`config.mk`:
```
export PLATFORM = sky130hd
export DESIGN_NAME = uart_tx
export DESIGN_NICKNAME = d
export VERILOG_FILES = /design/src/rtl/uart_pkg.sv /design/src/rtl/uart_baud_cnt.sv /design/src/rtl/uart_tx.sv
export SDC_FILE = /design/constraint.sdc
export NUM_CORES = 1
export LEC_CHECK = 0
export CAP_MARGIN = 25
export CORE_MARGIN = 1
export CORE_UTILIZATION = 49
export CTS_CLUSTER_DIAMETER = 40
export DETAILED_ROUTE_END_ITERATION = 7
export HOLD_SLACK_MARGIN = 0.05
export PLACE_DENSITY = 0.84
export SLEW_MARGIN = 20
export SYNTH_ARGS = -nofsm -noshare
export SYNTH_HDL_FRONTEND = slang
export SYNTH_SLANG_ARGS = --single-unit
```
`constraint.sdc`:
```
create_clock -name i_clk -period 2.2 [get_ports i_clk]
set_clock_uncertainty 0.2 [all_clocks]
set_input_delay 0.33 -clock i_clk [delete_from_list [all_inputs] [get_ports i_clk]]
set_output_delay 0.33 -clock i_clk [all_outputs]
set_load 0.05 [all_outputs]
```
`src/rtl/uart_pkg.sv`:
```
// rtl/uart_pkg.sv - shared UART types and bit-period helpers
package uart_pkg;

    // Transmitter frame sequencer states
    typedef enum logic [2:0] {
        ST_IDLE   = 3'd0,
        ST_START  = 3'd1,
        ST_DATA   = 3'd2,
        ST_PARITY = 3'd3,
        ST_STOP   = 3'd4
    } tx_state_t;

    // 115200 baud from a 50 MHz clock
    localparam int unsigned DEFAULT_CLKS_PER_BIT = 434;

    // Width of a counter that must hold 0..clks_per_bit-1
    function automatic int unsigned cnt_width(input int unsigned clks_per_bit);
        return (clks_per_bit > 2) ? $clog2(clks_per_bit) : 1;
    endfunction

    // Receiver samples each bit at its centre, this many cycles in
    function automatic int unsigned half_bit(input int unsigned clks_per_bit);
        return clks_per_bit / 2;
    endfunction

endpackage

```
`src/rtl/uart_baud_cnt.sv`:
```
// rtl/uart_baud_cnt.sv - bit-period counter with terminal-count pulse
module uart_baud_cnt
    import uart_pkg::*;
#(
    parameter int ClksPerBit = 434
) (
    input  logic clk,
    input  logic rst,
    input  logic clear,
    output logic bit_done
);

    localparam int CntW = cnt_width(ClksPerBit);
    localparam logic [CntW-1:0] LastCnt = CntW'(ClksPerBit - 1);

    logic [CntW-1:0] cnt;

    // A clear cycle never reports a finished bit, so the first period after
    // a clear is always a full ClksPerBit cycles long
    assign bit_done = (cnt == LastCnt) && !clear;

    // Count 0..ClksPerBit-1 and wrap, restarting from 0 whenever cleared
    always_ff @(posedge clk or posedge rst) begin
        if (rst) begin
            cnt <= '0;
        end else if (clear || cnt == LastCnt) begin
            cnt <= '0;
        end else begin
            cnt <= cnt + CntW'(1);
        end
    end

endmodule

```
`src/rtl/uart_tx.sv`:
```
// rtl/uart_tx.sv - UART serialiser fed from a FIFO read port
module uart_tx
    import uart_pkg::*;
#(
    parameter int DataWidth  = 8,
    parameter int ClksPerBit = 434,
    parameter int ParityEn   = 0,
    parameter int ParityOdd  = 0,
    parameter int StopBits   = 1
) (
    input  logic                 i_clk,
    input  logic                 i_rst,
    input  logic [DataWidth-1:0] i_data,
    input  logic                 i_valid,
    output logic                 o_ready,
    output logic                 o_tx,
    output logic                 o_busy
);

    localparam int IdxW = (DataWidth > 1) ? $clog2(DataWidth) : 1;
    localparam logic [IdxW-1:0] LastIdx = IdxW'(DataWidth - 1);
    localparam logic StopLast = (StopBits == 2);
    localparam logic OddSel = (ParityOdd != 0);
    localparam logic ParityOn = (ParityEn != 0);

    tx_state_t            state;
    logic [DataWidth-1:0] shreg;
    logic [IdxW-1:0]      bit_idx;
    logic                 stop_idx;
    logic                 parity;
    logic                 tx_q;
    logic                 accept;
    logic                 bit_done;
    logic                 baud_clear;

    // o_ready doubles as the FIFO pop, so it is held low while reset is applied
    assign o_ready    = (state == ST_IDLE) && !i_rst;
    assign accept     = i_valid && o_ready;
    assign o_busy     = (state != ST_IDLE);
    assign o_tx       = tx_q;

    // Holding the counter clear through IDLE also clears it on the accept edge
    assign baud_clear = (state == ST_IDLE);

    uart_baud_cnt #(
        .ClksPerBit(ClksPerBit)
    ) u_baud (
        .clk      (i_clk),
        .rst      (i_rst),
        .clear    (baud_clear),
        .bit_done (bit_done)
    );

    // Frame sequencer; o_tx is registered and loaded one edge ahead of each bit
    always_ff @(posedge i_clk or posedge i_rst) begin
        if (i_rst) begin
            state    <= ST_IDLE;
            tx_q     <= 1'b1;
            shreg    <= '0;
            bit_idx  <= '0;
            stop_idx <= 1'b0;
            parity   <= 1'b0;
        end else begin
            case (state)
                ST_IDLE: begin
                    tx_q <= 1'b1;
                    if (accept) begin
                        shreg    <= i_data;
                        parity   <= (^i_data) ^ OddSel;
                        bit_idx  <= '0;
                        stop_idx <= 1'b0;
                        tx_q     <= 1'b0;
                        state    <= ST_START;
                    end
                end
                ST_START: begin
                    if (bit_done) begin
                        tx_q  <= shreg[0];
                        shreg <= shreg >> 1;
                        state <= ST_DATA;
                    end
                end
                ST_DATA: begin
                    if (bit_done) begin
                        if (bit_idx == LastIdx) begin
                            if (ParityOn) begin
                                tx_q  <= parity;
                                state <= ST_PARITY;
                            end else begin
                                tx_q  <= 1'b1;
                                state <= ST_STOP;
                            end
                        end else begin
                            tx_q    <= shreg[0];
                            shreg   <= shreg >> 1;
                            bit_idx <= bit_idx + IdxW'(1);
                        end
                    end
                end
                ST_PARITY: begin
                    if (bit_done) begin
                        tx_q  <= 1'b1;
                        state <= ST_STOP;
                    end
                end
                ST_STOP: begin
                    if (bit_done) begin
                        if (stop_idx == StopLast) begin
                            state <= ST_IDLE;
                        end else begin
                            stop_idx <= 1'b1;
                        end
                    end
                end
                default: begin
                    tx_q  <= 1'b1;
                    state <= ST_IDLE;
                end
            endcase
        end
    end

endmodule

```
=== Word-level counts from Yosys, hierarchy flattened ===
Cells that the tools add are included.
Widths: inputs -> output; s select.

* Flip-flop bits (word level): 25

* $add $sub $neg: 2
* Equality and inequality tests: 14
* Mux-type cells: 28
* Bitwise operators: 1
* Reductions and logical operators: 16

{| class="wikitable"
|+ Operator list
! cell !! number
|-
| $mux 8 || 4
|-
| $mux 3 || 10
|-
| $pmux 8 s3 || 1
|-
| $ne 2x2->1 const B || 8
|-
| $pmux 3 s5 || 1
|-
| $add 9x1->9 const B || 1
|-
| $eq 9x9->1 const B || 1
|-
| $mux 9 || 1
|-
| $mux 1 || 8
|-
| $reduce_and 4->1 || 2
|-
| $reduce_and 7->1 || 1
|-
| $eq 3x2->1 const B || 2
|-
| $eq 3x3->1 const B || 2
|-
| $pmux 3 s2 || 1
|-
| $reduce_bool 3->1 || 2
|-
| $pmux 1 s5 || 1
|-
| $reduce_and 5->1 || 1
|-
| $reduce_bool 2->1 || 2
|-
| $add 3x1->3 const B || 1
|-
| $eq 3x1->1 const B || 1
|-
| $logic_and 1x1->1 || 3
|-
| $logic_not 3->1 || 1
|-
| $reduce_and 3->1 || 1
|-
| $logic_not 1->1 || 2
|-
| other kinds (3) || 3
|}

=== Depth between registers and ports, before layout ===
* Depth in word-level cells: 5
* Mapped depth: 6
* Depth with buffers taken out: 6

=== Modules after synthesis ===
A second synthesis with hierarchy kept.

* Cells, all modules: 129
* Area, all modules: 1412.6 µm²

{| class="wikitable"
|+ Modules (own cells, without submodules)
! module !! instances !! cells an instance !! area an instance (µm²) !! sequential area each (µm²)
|-
| uart_tx || 1 || 80 || 922.1 || 376.6
|-
| uart_baud_cnt || 1 || 49 || 490.5 || 225.2
|}

=== Least setup slack after synthesis ===
No wires, ideal clock.

* Path type: register -> output
* Start: register state[2]
* End: output o_ready
* Arrival time: 1817 ps
* Required time: 1670 ps
* Setup slack: -147 ps
* Cell stages (with the launch flop): 5
* Cell sequence: dfrtp_1 -> clkbuf_1 -> nor3_1 -> inv_1 -> nor2_1

* Word-level cells in the longest chain between the ends: 2

{| class="wikitable"
|+ RTL lines
! element !! RTL line !! RTL
|-
| start: declaration || uart_tx.sv:26 || <nowiki>tx_state_t state;</nowiki>
|-
| start signal: assignment || uart_tx.sv:57 || <nowiki>state <= ST_IDLE;</nowiki>
|-
| start signal: assignment || uart_tx.sv:73 || <nowiki>state <= ST_START;</nowiki>
|-
| start signal: assignment || uart_tx.sv:80 || <nowiki>state <= ST_DATA;</nowiki>
|-
| $logic_not 3->1 || uart_tx.sv:37 || <nowiki>assign o_ready = (state == ST_IDLE) && !i_rst;</nowiki>
|-
| $logic_and 1x1->1 || uart_tx.sv:37 ||
|-
| end: declaration || uart_tx.sv:15 || <nowiki>output logic o_ready,</nowiki>
|}

No other way between the ends.

=== Final worst setup path ===
* Start: register u_baud.cnt[1]
* End: register shreg[6]

* Word-level cells in the longest chain between the ends: 4
* Elaborated cells on any way between the ends: 5
* Classes of those cells: 3 x eq/ne; 2 x reduce/logical

{| class="wikitable"
|+ RTL lines
! element !! RTL line !! RTL
|-
| start: declaration || uart_baud_cnt.sv:16 || <nowiki>logic [CntW-1:0] cnt;</nowiki>
|-
| start signal: assignment || uart_baud_cnt.sv:29 || <nowiki>cnt <= cnt + CntW'(1);</nowiki>
|-
| $eq 9x9->1 * || uart_baud_cnt.sv:20 || <nowiki>assign bit_done = (cnt == LastCnt) && !clear;</nowiki>
|-
| $logic_and 1x1->1 * || uart_baud_cnt.sv:20 ||
|-
| $ne 2x2->1 (no line) || - ||
|-
| $reduce_and 5->1 (no line) * || - ||
|-
| end signal: assignment || uart_tx.sv:68 || <nowiki>shreg <= i_data;</nowiki>
|-
| end signal: assignment || uart_tx.sv:79 || <nowiki>shreg <= shreg >> 1;</nowiki>
|-
| end signal: assignment || uart_tx.sv:95 || <nowiki>shreg <= shreg >> 1;</nowiki>
|-
| end: declaration || uart_tx.sv:27 || <nowiki>logic [DataWidth-1:0] shreg;</nowiki>
|}

Mark *: on every way between the ends. The rest lies on a longest branch, timed or not.
A chain may end at the register's enable or synchronous reset.

==> summary.md <==
| Metric | Value |
|---|---|
| Maximum achievable frequency | 468 MHz |
| I/O Pins | 14 |
| Count of final setup violators | 0 |
| IO buf count | 13 |
| Global-route wire length before repair | approximately 3700 µm |
| # rows | 17 |
| Run status | complete, no violations |
| Setup crit end kind | flop |
| Core region area | 2300 µm² |
| Crit share post-route | between 90% and 100% |
| CTS max path bufs | 2 |
| Relative slew slack | about two thirds |
| Initial antenna violation count | 0 |
| Most frequent cells in the layout | 23 x dfrtp_1, 16 x mux2_2, 14 x nor2_1, 10 x clkdlybuf4s50_1 |
| Die area | roughly 2700 µm² |
| Share of layout cells above drive strength 1 | 29.2% |
| FFs w/ async S/R, synth | 100% |
| Vias in the first global route | between 800 and 900 |
| Final instance area | between 1000 and 1500 µm² |
| H-tree levels | 1 |
| Mapped Cells | ~110 |
| WP data arrival | around 2.2 ns |
| Final RePlAce weighted congestion | between 0.8 and 0.9 |
| Syn nets | 126 |
| Post-DR vias/cell | approximately 5.4 |
| CP startpoint kind | flop |
| Crit-path max FO | 8 |
| Via count | 856 |
| Post-synth EDFFs | 0 |
| Hold Vio Cnt, Final | 0 |
| Min-delay worst type | primary input to asynchronous set/reset pin |
| CTS tree | yes |
| Global-route usage over all layers | between 10% and 20% |
| Drt drc | 0 |
| Chip height | around 52 µm |
| Syn Area/Cell | around 11 µm² |
| Clock latency on the worst-skew pair | roughly 0.32 ns |
| # hold bufs at CTS | 0 |
| Sink Count | 24 |
| Synth Register Bits | 24 |
| DRT Pass-1 Iters | 4 |
| Lkg Pwr | approximately 0.64 nW |
| Netlist cell types | 30 |
| Initial Util | 54.1% |
| Max-cap viol count | 0 |
| Area after DPL | 1450 µm² |
| Setup TNS | 0 ns |
| DIE WIDTH | between 50 and 60 µm |
| Internal Pwr Total | approximately 0.00055 W |
| Cts bufs inserted | 3 |
| Worst setup path category | flop to flop |
| Clock Root Buffer | clkbuf_4 |
| Dpl hpwl | about 1600 µm |
| Post-synth top flop | dfrtp_1 |
| Clock transition at path regs | between 0.1 and 0.15 ns |
| Maximum vdd drop | roughly 0.00051 V |
| Gr ovfl total | 0 |
| 1st-iter DRT viols | 9 |
| Total Wirelength | approximately 2200 µm |
| Actual slew at the worst max-slew pin | slightly below 0.5 ns |
| Worst path required time | 2.22 ns |
| Clk pwr share | around 29% |
| Net Sw Frac | between 20% and 30% |
| Hold slack | just under 0.3 ns |
| Combinational Power Share | approximately 6.3% |
| Antenna violation net count after detailed routing | 0 |
| YS warnings | 0 |
| Total power | approximately 0.0007 W |
| Area Overhead vs Synth | 19.5% |
| Fin crit period | 2.13 ns |
| DR WL/cell | around 14 µm |
| Sequential share of the synthesized area | 48.4% |
| Nets@finish | roughly 150 |
| Ant diodes | 0 |
| Fin. max-slew vios | 0 |
| Pwr/cell area | around 470 nW/µm² |
| Sequential Power Share | between 60% and 70% |
| Final core occ | 64.7% |
| Largest net degree at the start of global routing | 25 |
| Most common cell after layout, fill and taps aside | dfrtp_1 |
| NetSw | around 0.00015 W |
| Post-synth design cell area | between 1000 and 1500 µm² |
[power groups by stage]
stage | Combinational (W) | Clock [W] | Sequential, W
after floorplan | 0.0000196 | 0 | 0.000459
after global placement | 0.0000428 | 0 | 0.000460
after detailed placement | 0.0000444 | 0 | 0.000461
after CTS | 0.0000446 | 0.000210 | 0.000452
after global routing | 0.0000484 | 0.000224 | 0.000454
final | 0.0000435 | 0.000199 | 0.000452
[synthesized netlist by cell type (all sizes together) (2+ instances only)]
| library cell | n | area share, % |
|---|---|---|
| nor2 | 17 | 5.3 |
| xnor2 | 6 | 4.2 |
| nand3 | 3 | 1.2 |
| nand2 | 7 | 2.7 |
| buf | 2 | 0.81 |
| nor2b | 2 | 1.0 |
| nand4 | 3 | 1.5 |
| inv | 5 | 1.5 |
| ha | 4 | 4.0 |
| a21oi | 3 | 1.2 |
| nor3 | 2 | 0.81 |
| mux2 | 16 | 15 |
| xor2 | 2 | 1.4 |
| dfrtp | 23 | 46 |
| a22o | 2 | 1.4 |
| o21ai | 2 | 0.81 |
[critical path, stage by stage, from the launching register on]
cell	delay, ns
dfrtp_1	0.42
inv_1	0.07
ha_1	0.13
and4b_2	0.29
nand2_4	0.10
a221oi_4	0.31
buf_12	0.16
mux2_2	0.33
[repair_timing]
item | 4_1_cts | 5_1_grt
resized for setup | 0 | 2
buffers inserted | 0 | 0
setup endpoints to repair | 0 | 9
[kinds of logic (layout without fill, tap and decap cells)]
kind of cell | after synthesis | after routing | share of synthesized area [%]
AND/OR/NAND/NOR | 38 | 38 | 15.6
flip-flops | 24 | 24 | 48.4
multiplexers | 17 | 17 | 15.3
AO/OA/AOI/OAI | 12 | 12 | 8.36
XOR/XNOR | 8 | 8 | 5.64
buffers and inverters | 8 | 27 | 2.62
adder cells (fa/ha/maj) | 4 | 4 | 4.03
[registers in the layout (all words and copies together) (netlist names)]
signal / flops
shreg: 8
o_tx: 1
state: 3
u_baud.cnt: 9
bit_idx: 3
[per-stage QoR]
stage          std cells  setup WS [ns]
5_1_grt              158       -0.00951
4_1_cts              158         0.0473
2_1_floorplan        111         0.0792
6_report             158         0.0654
3_3_place_gp         154        0.00151
3_5_place_dp         154        -0.0327
[metal layers]
layer | up-vias | GRT usage [%] | routed length, µm
met1 | 423 | 21.6 | 978
met4 | 0 | 5.26 | 19
met2 | 9 | 32.7 | 1100
met5 | - | 0 | 0
li1 | 421 | - | -
met3 | 3 | 5.51 | 83
[cell type report]
type,count,area [µm²]
timing repair buffer,18,185
tap,28,35.0
sequential,24,602
clock buffer,4,26.3
inverter,5,18.8
fill,182,812
multi-input combinational,79,618
[final timing paths]
check | startpoint | to | slack, ns | cells after the start
max | u_baud.cnt[1] | shreg[6] | 0.07 | 7
min | i_rst | state[2] | 0.29 | 4
max reg2reg | u_baud.cnt[1] | shreg[6] | 0.07 | 7
min reg2reg | u_baud.cnt[0] | u_baud.cnt[0] | 0.32 | 1
max in group asynchronous | i_rst | o_tx | 1.23 | 4
min in group i_clk | u_baud.cnt[0] | u_baud.cnt[0] | 0.32 | 1
No activity file was read; power rests on OpenSTA's default activity.
